`src/rtl/seg_pkg.sv`:
```
// Shared definitions for the seven-segment scan controller: blank pattern,
// hex font (active-low, bit7 = dp, bits6:0 = g..a) and scan state encoding.
package seg_pkg;

  localparam logic [7:0] SEG_BLANK = 8'hFF;

  // Glyphs for 0..F with dp off (bit7 = 1)
  localparam logic [7:0] SEG_FONT [16] = '{
    8'hC0, 8'hF9, 8'hA4, 8'hB0, 8'h99, 8'h92, 8'h82, 8'hF8,
    8'h80, 8'h90, 8'h88, 8'h83, 8'hC6, 8'hA1, 8'h86, 8'h8E
  };

  typedef enum logic [1:0] {
    IDLE  = 2'd0,
    BLANK = 2'd1,
    SHOW  = 2'd2
  } scan_state_e;

endpackage

```
`src/rtl/seg_hex_decode.sv`:
```
// Combinational hex nibble + decimal point to active-low segment pattern.
module seg_hex_decode
  import seg_pkg::*;
(
  input  logic [3:0] nib,
  input  logic       dp,
  output logic [7:0] seg_c
);

  // Font entries carry dp off in bit7; clearing it lights the dp
  assign seg_c = SEG_FONT[nib] & {~dp, 7'h7F};

endmodule

```
`src/rtl/seg_scan_ctrl.sv`:
```
// Time-multiplexed scan controller for a multi-digit seven-segment display.
// Each digit slot starts with a blanking guard, then shows the active glyph.
// New contents are staged and applied at the frame wrap (digit DIGITS-1 -> 0).
// Optional build macro SEG_SCAN_LZB_EN enables leading-zero blanking.
module seg_scan_ctrl
  import seg_pkg::*;
#(
  parameter int unsigned DIGITS    = 6,
  parameter int unsigned SCAN_DIV  = 50000,
  parameter int unsigned BLANK_CYC = 500
) (
  input  logic                  clk,
  input  logic                  rst_n,
  input  logic                  en,
  input  logic [4*DIGITS-1:0]   data_in,
  input  logic [DIGITS-1:0]     dp_in,
  input  logic                  load,
  output logic                  upd_ack,
  output logic                  frame_done,
  output logic [2:0]            sel,
  output logic [7:0]            seg
);

  localparam int unsigned CNT_W = (SCAN_DIV > 1) ? $clog2(SCAN_DIV) : 1;
  localparam int unsigned DW    = 4 * DIGITS;
  localparam logic [CNT_W-1:0] CNT_LAST = CNT_W'(SCAN_DIV - 1);
  localparam logic [CNT_W-1:0] CNT_SHOW = CNT_W'(BLANK_CYC);
  localparam logic [2:0]       DIG_LAST = 3'(DIGITS - 1);

  scan_state_e        state, nx_state;
  logic [CNT_W-1:0]   cnt, nx_cnt;
  logic [2:0]         dig, nx_dig;
  logic [DW-1:0]      act_data, nx_act_data, pend_data;
  logic [DIGITS-1:0]  act_dp, nx_act_dp, pend_dp;
  logic               pend_vld;
  logic               wrap_c, direct_c, apply_c;
  logic [3:0]         nib_arr [8];
  logic [7:0]         dp_vec;
  logic [3:0]         nib_c;
  logic               dp_c;
  logic [7:0]         pat_c;
  logic               lzb_c;

  // Slot counter / digit index sequencing and state selection
  always_comb begin
    nx_cnt = '0;
    nx_dig = '0;
    if (en && (state != IDLE)) begin
      if (cnt == CNT_LAST) begin
        nx_dig = (dig == DIG_LAST) ? 3'd0 : dig + 3'd1;
      end else begin
        nx_cnt = cnt + CNT_W'(1);
        nx_dig = dig;
      end
    end
    if (!en) begin
      nx_state = IDLE;
    end else if (nx_cnt < CNT_SHOW) begin
      nx_state = BLANK;
    end else begin
      nx_state = SHOW;
    end
  end

  // Update handshake: direct apply when idle or on the wrap edge, else staged
  always_comb begin
    wrap_c      = en && (state != IDLE) && (cnt == CNT_LAST) && (dig == DIG_LAST);
    direct_c    = load && ((state == IDLE) || wrap_c);
    apply_c     = wrap_c && !load && pend_vld;
    nx_act_data = act_data;
    nx_act_dp   = act_dp;
    if (direct_c) begin
      nx_act_data = data_in;
      nx_act_dp   = dp_in;
    end else if (apply_c) begin
      nx_act_data = pend_data;
      nx_act_dp   = pend_dp;
    end
  end

  // Per-digit views of the next active contents, padded to 8 digits
  for (genvar g = 0; g < 8; g++) begin : g_dig
    if (g < DIGITS) begin : g_on
      assign nib_arr[g] = nx_act_data[4*g +: 4];
      assign dp_vec[g]  = nx_act_dp[g];
    end else begin : g_off
      assign nib_arr[g] = 4'h0;
      assign dp_vec[g]  = 1'b0;
    end
  end

  assign nib_c = nib_arr[nx_dig];
  assign dp_c  = dp_vec[nx_dig];

  seg_hex_decode u_dec (
    .nib   (nib_c),
    .dp    (dp_c),
    .seg_c (pat_c)
  );

`ifdef SEG_SCAN_LZB_EN
  // Digit blanks when it and every higher digit is zero and its dp is off
  logic [7:0] nz_vec;
  logic [7:0] lzb_vec;
  for (genvar g = 0; g < 8; g++) begin : g_nz
    assign nz_vec[g] = |nib_arr[g];
  end
  assign lzb_vec[0] = 1'b0;
  for (genvar g = 1; g < 8; g++) begin : g_lzb
    assign lzb_vec[g] = ~|nz_vec[7:g] && !dp_vec[g];
  end
  assign lzb_c = lzb_vec[nx_dig];
`else
  assign lzb_c = 1'b0;
`endif

  // State, contents and registered outputs
  always_ff @(posedge clk or negedge rst_n) begin
    if (!rst_n) begin
      state      <= IDLE;
      cnt        <= '0;
      dig        <= '0;
      act_data   <= '0;
      act_dp     <= '0;
      pend_data  <= '0;
      pend_dp    <= '0;
      pend_vld   <= 1'b0;
      upd_ack    <= 1'b0;
      frame_done <= 1'b0;
      sel        <= 3'd0;
      seg        <= SEG_BLANK;
    end else begin
      state    <= nx_state;
      cnt      <= nx_cnt;
      dig      <= nx_dig;
      act_data <= nx_act_data;
      act_dp   <= nx_act_dp;
      if (load && !direct_c) begin
        pend_data <= data_in;
        pend_dp   <= dp_in;
        pend_vld  <= 1'b1;
      end else if (direct_c || apply_c) begin
        pend_vld  <= 1'b0;
      end
      upd_ack    <= direct_c || apply_c;
      frame_done <= wrap_c;
      sel        <= nx_dig;
      seg        <= ((nx_state == SHOW) && !lzb_c) ? pat_c : SEG_BLANK;
    end
  end

endmodule

```
`config.mk`:
```
export PLATFORM = sky130hd
export DESIGN_NAME = seg_scan_ctrl
export DESIGN_NICKNAME = d
export VERILOG_FILES = /design/src/rtl/seg_pkg.sv /design/src/rtl/seg_hex_decode.sv /design/src/rtl/seg_scan_ctrl.sv
export SDC_FILE = /design/constraint.sdc
export NUM_CORES = 1
export LEC_CHECK = 0
export ABC_AREA = 1
export ABC_CLOCK_PERIOD_IN_PS = 2800
export CORE_MARGIN = 3
export CORE_UTILIZATION = 25
export CTS_CLUSTER_DIAMETER = 100
export DETAILED_ROUTE_END_ITERATION = 16
export GPL_TIMING_DRIVEN = 0
export SETUP_SLACK_MARGIN = 0.5
export SKIP_LAST_GASP = 1
export SYNTH_ARGS = -nofsm -noshare
export SYNTH_HDL_FRONTEND = slang
export SYNTH_HIERARCHICAL = 1
export SYNTH_SLANG_ARGS = --single-unit
```
`constraint.sdc`:
```
create_clock -name clk -period 2.8 [get_ports clk]
set_input_delay 0.56 -clock clk [delete_from_list [all_inputs] [get_ports clk]]
set_output_delay 0.56 -clock clk [all_outputs]
set_load 0.1 [all_outputs]
```
==> results.cfg <==
[sta]
hold_violations = 0
worst_slew_pin_slew_ns = 0.9628
fin_crit_sh_pct = 93.52
worst_clock_skew_ns = 0.008237
max_clock_freq_mhz = 381.9
whs_ns = 0.1217
tns_ns = 0
setup_viol = 0
finalMaxSlewViolations = 0
period_minus_slack_ns = 2.618
slew_headroom_pct = 36.07
rsz0062_at_grt = yes

[synth]
synth_cell_types = 35
synth_fp_nets = 715
ys_async_sr_fraction_pct = 100.0
synth-seq-area-share_pct = 45.98
synth_top_flop_cell = dfrtp_1
synth_edf_count = 0
synth.avg_cell_area_um2 = 7.472
ys_ff_latch = 92
syn_area_um2 = 5029
synthCells = 673
ys_warn_count = 6

[cells_and_area]
final_cells = 1038
n_antenna_cell = 0
fillers = 2028
syn_to_final_growth_pct = 37.94
fin_nets = 810
drive_gt1_share_pct = 23.93
final_util_pct = 35.41

[critical_path]
worstSetupStartpointType = register
path_common_cell = nand2_1
crit_slowest_cell = dfrtp_1
crit_chain = ha_4 -> nand3_4 -> clkinv_4 -> nand2_2 -> nor2_4 -> buf_6 -> nor2_4 -> nand3b_4 -> buf_8 -> buf_6 -> nand2_1 -> nand3_2 -> nand2_4 -> inv_6 -> ha_4 -> nand2_1 -> nand3_1 -> nand2_1 -> inv_1 -> nand2_1
arrival_ns = 2.89
cp_max_fo = 6
crit_required_ns = 3.07
path_buf_inv = 6
max_stage_delay_ns = 0.40
cp-end-kind = register
critPathTopFamily = simple AND/OR/NAND/NOR gates
crit_type = reg2reg

[route]
wl_per_cell_um = 13.81
vias = 4663
vias_per_cell = 4.492
antenna_left = 0
totalWireLength_um = 14340
post-route-drc-count = 0
first_iter_violations = 290
drt_first_pass_iters = 5

[clocking]
cts-buffers-inserted = 9
clkSinkCount = 92
insertion_delay_ns = 0.35
cts_hold_buf = 0
clock_path_buffers = 2
clk_pin_slew_ns = 0.07
cts_root_buffer = clkbuf_16
htreeDepth = 3
cts_tree = yes

[flow_run]
maxCapViolCount = 0

[pwr]
power_frac_clock_pct = 40.2
p_switching_uw = 932.5
p_sw_share_pct = 27.36
max-vdd-ir-drop_uv = 275.9
p_comb_share_pct = 16.5
internal_power_uw = 2476
power.share.sequential_pct = 43.4
p_leak_uw = 0.003482
power_density_nw_per_um2 = 491.3

[global_route]
grt_overflow = 0
grt.total_usage_pct = 13.10
grt_max_degree = 70
first_global_vias = 4579
grt_pass1_wl_um = 23030
antenna_found_initial = 0

[run_status]
status = completed

[place]
dp_cells = 985
port_buffers = 46
place.gp.congestion = 0.8562
dp_hpwl_um = 9656

[die]
core_area_um2 = 19590
rows = 51
dieWidth_um = 147.8
die_area_um2 = 21850
io_pins = 47
start_util_pct = 25.67
die_y_um = 147.8

[hold_path]
holdCritPathClass = in2async
registers in the layout, indices dropped and copies added (netlist names):
| signal | flops |
|---|---|
| act_data | 24 |
| act_dp | 6 |
| cnt | 16 |
| dig | 3 |
| frame_done | 1 |
| pend_data | 24 |
| pend_dp | 6 |
| pend_vld | 1 |
| seg | 8 |
| state | 2 |
| upd_ack | 1 |
Yosys cell counts (2+ instances only):
cell type	count	area (um2)
a21oi_1	22	110.1
buf_2	16	80.08
buf_4	3	22.52
buf_6	2	22.52
clkbuf_1	6	22.52
dfrtp_1	84	2102
dfstp_2	8	210.2
ha_1	8	100.1
inv_1	112	420.4
inv_2	4	15.01
mux2_2	5	56.30
nand2_1	180	675.7
nand2_2	6	37.54
nand3_1	104	520.5
nand3b_1	2	15.01
nand4_1	23	143.9
nor2_1	49	183.9
nor2_2	3	18.77
nor2_4	2	22.52
nor3_1	3	15.01
o21ai_0	17	85.08
layer usage:
metal  up-vias  global-route usage [%]  wire [um]
li1       2307                       -          -
met1      2223                   17.15       6515
met2       108                   21.40       6866
met3        25                   2.912        623
met4         0                   4.711        333
met5         -                       0          0
worst reg2reg max path, cell delays in order, from the launching register on:
cell and delay (ns):
dfrtp_1 0.40, ha_4 0.16, nand3_4 0.11, clkinv_4 0.07
nand2_2 0.06, nor2_4 0.18, buf_6 0.14, nor2_4 0.03
nand3b_4 0.20, buf_8 0.17, buf_6 0.13, nand2_1 0.08
nand3_2 0.09, nand2_4 0.13, inv_6 0.06, ha_4 0.26
nand2_1 0.05, nand3_1 0.06, nand2_1 0.05, inv_1 0.04
nand2_1 0.06
per-stage QoR:
stage	area (um2)	worst slack, ns	power, uW
2_1_floorplan	5137	0.3647	1824
3_3_place_gp	5929	-3.173	1995
3_5_place_dp	5954	-0.6789	2012
4_1_cts	6685	0.2460	3407
5_1_grt	6937	-0.04558	3558
6_report	6937	0.1816	3408
power by group through the flow:
stage | combinational, uW | clock, uW | sequential [uW]
final | 561 | 1370 | 1480
after global routing | 638 | 1430 | 1490
after CTS | 544 | 1390 | 1480
after detailed placement | 509 | 0 | 1500
after global placement | 496 | 0 | 1500
after floorplan | 326 | 0 | 1500
layout make-up:
class | instances | area (um2) | area share [%]
Buffer | 27 | 237.7 | 3.427
Timing Repair Buffer | 84 | 813.3 | 11.72
Tap cell | 265 | 331.6 | 4.780
Clock buffer | 11 | 242.7 | 3.499
Inverter | 118 | 467.9 | 6.746
Multi-Input combinational cell | 436 | 2436 | 35.12
Clock inverter | 5 | 82.58 | 1.190
Sequential cell | 92 | 2325 | 33.51
cell families (layout without fill, tap and decap cells):
| kind of cell | Yosys count | after routing | synth area share [%] |
|---|---|---|---|
| flip-flops | 92 | 92 | 45.98 |
| adder cells (fa/ha/maj) | 8 | 8 | 1.991 |
| AND/OR/NAND/NOR | 380 | 380 | 34.61 |
| AO/OA/AOI/OAI | 42 | 42 | 4.305 |
| buffers and inverters | 145 | 245 | 11.82 |
| multiplexers | 5 | 5 | 1.120 |
| XOR/XNOR | 1 | 1 | 0.1742 |
placed cells by master (no fill, tap or decap), types with 5 or more instances in the layout:
cell type        netlist  layout
dlygate4sd2_1          0      14
buf_2                 16       6
dfrtp_1               84      80
clkdlybuf4s50_1        0      30
mux2_2                 5       5
nand4_1               23      23
nor2_4                 2       8
buf_4                  3      33
inv_1                112     104
a21oi_1               22      22
nand3_2                1      23
nor2_1                49      43
dfstp_2                8       8
nand3_1              104      79
buf_8                  0       5
nand2_2                6      18
buf_6                  2      10
inv_2                  4       8
clkbuf_16              0      10
nand2_4                1       5
o21ai_0               17      14
nand2_1              180     163
what timing repair did:
action | CTS | global route
endpoints found under the hold margin | 0 | 0
gates resized for setup | 79 | 38
setup buffers | 21 | 14
cloned | 1 | 1
pin swaps | 15 | 5
endpoints found under the setup margin | 40 | 8
worst paths after layout:
kind                               start            end  slack, ns  cells after the start
min reg2reg                pend_data[19]  pend_data[19]       0.49                      2
max in group asynchronous          rst_n         seg[7]       1.97                      2
max                               cnt[1]         seg[3]       0.18                     20
min                                rst_n        cnt[12]       0.12                      1
max reg2reg                       cnt[1]         seg[3]       0.18                     20
min in group clk           pend_data[19]  pend_data[19]       0.49                      2
Note: power is estimated with default switching activity, not from simulation.
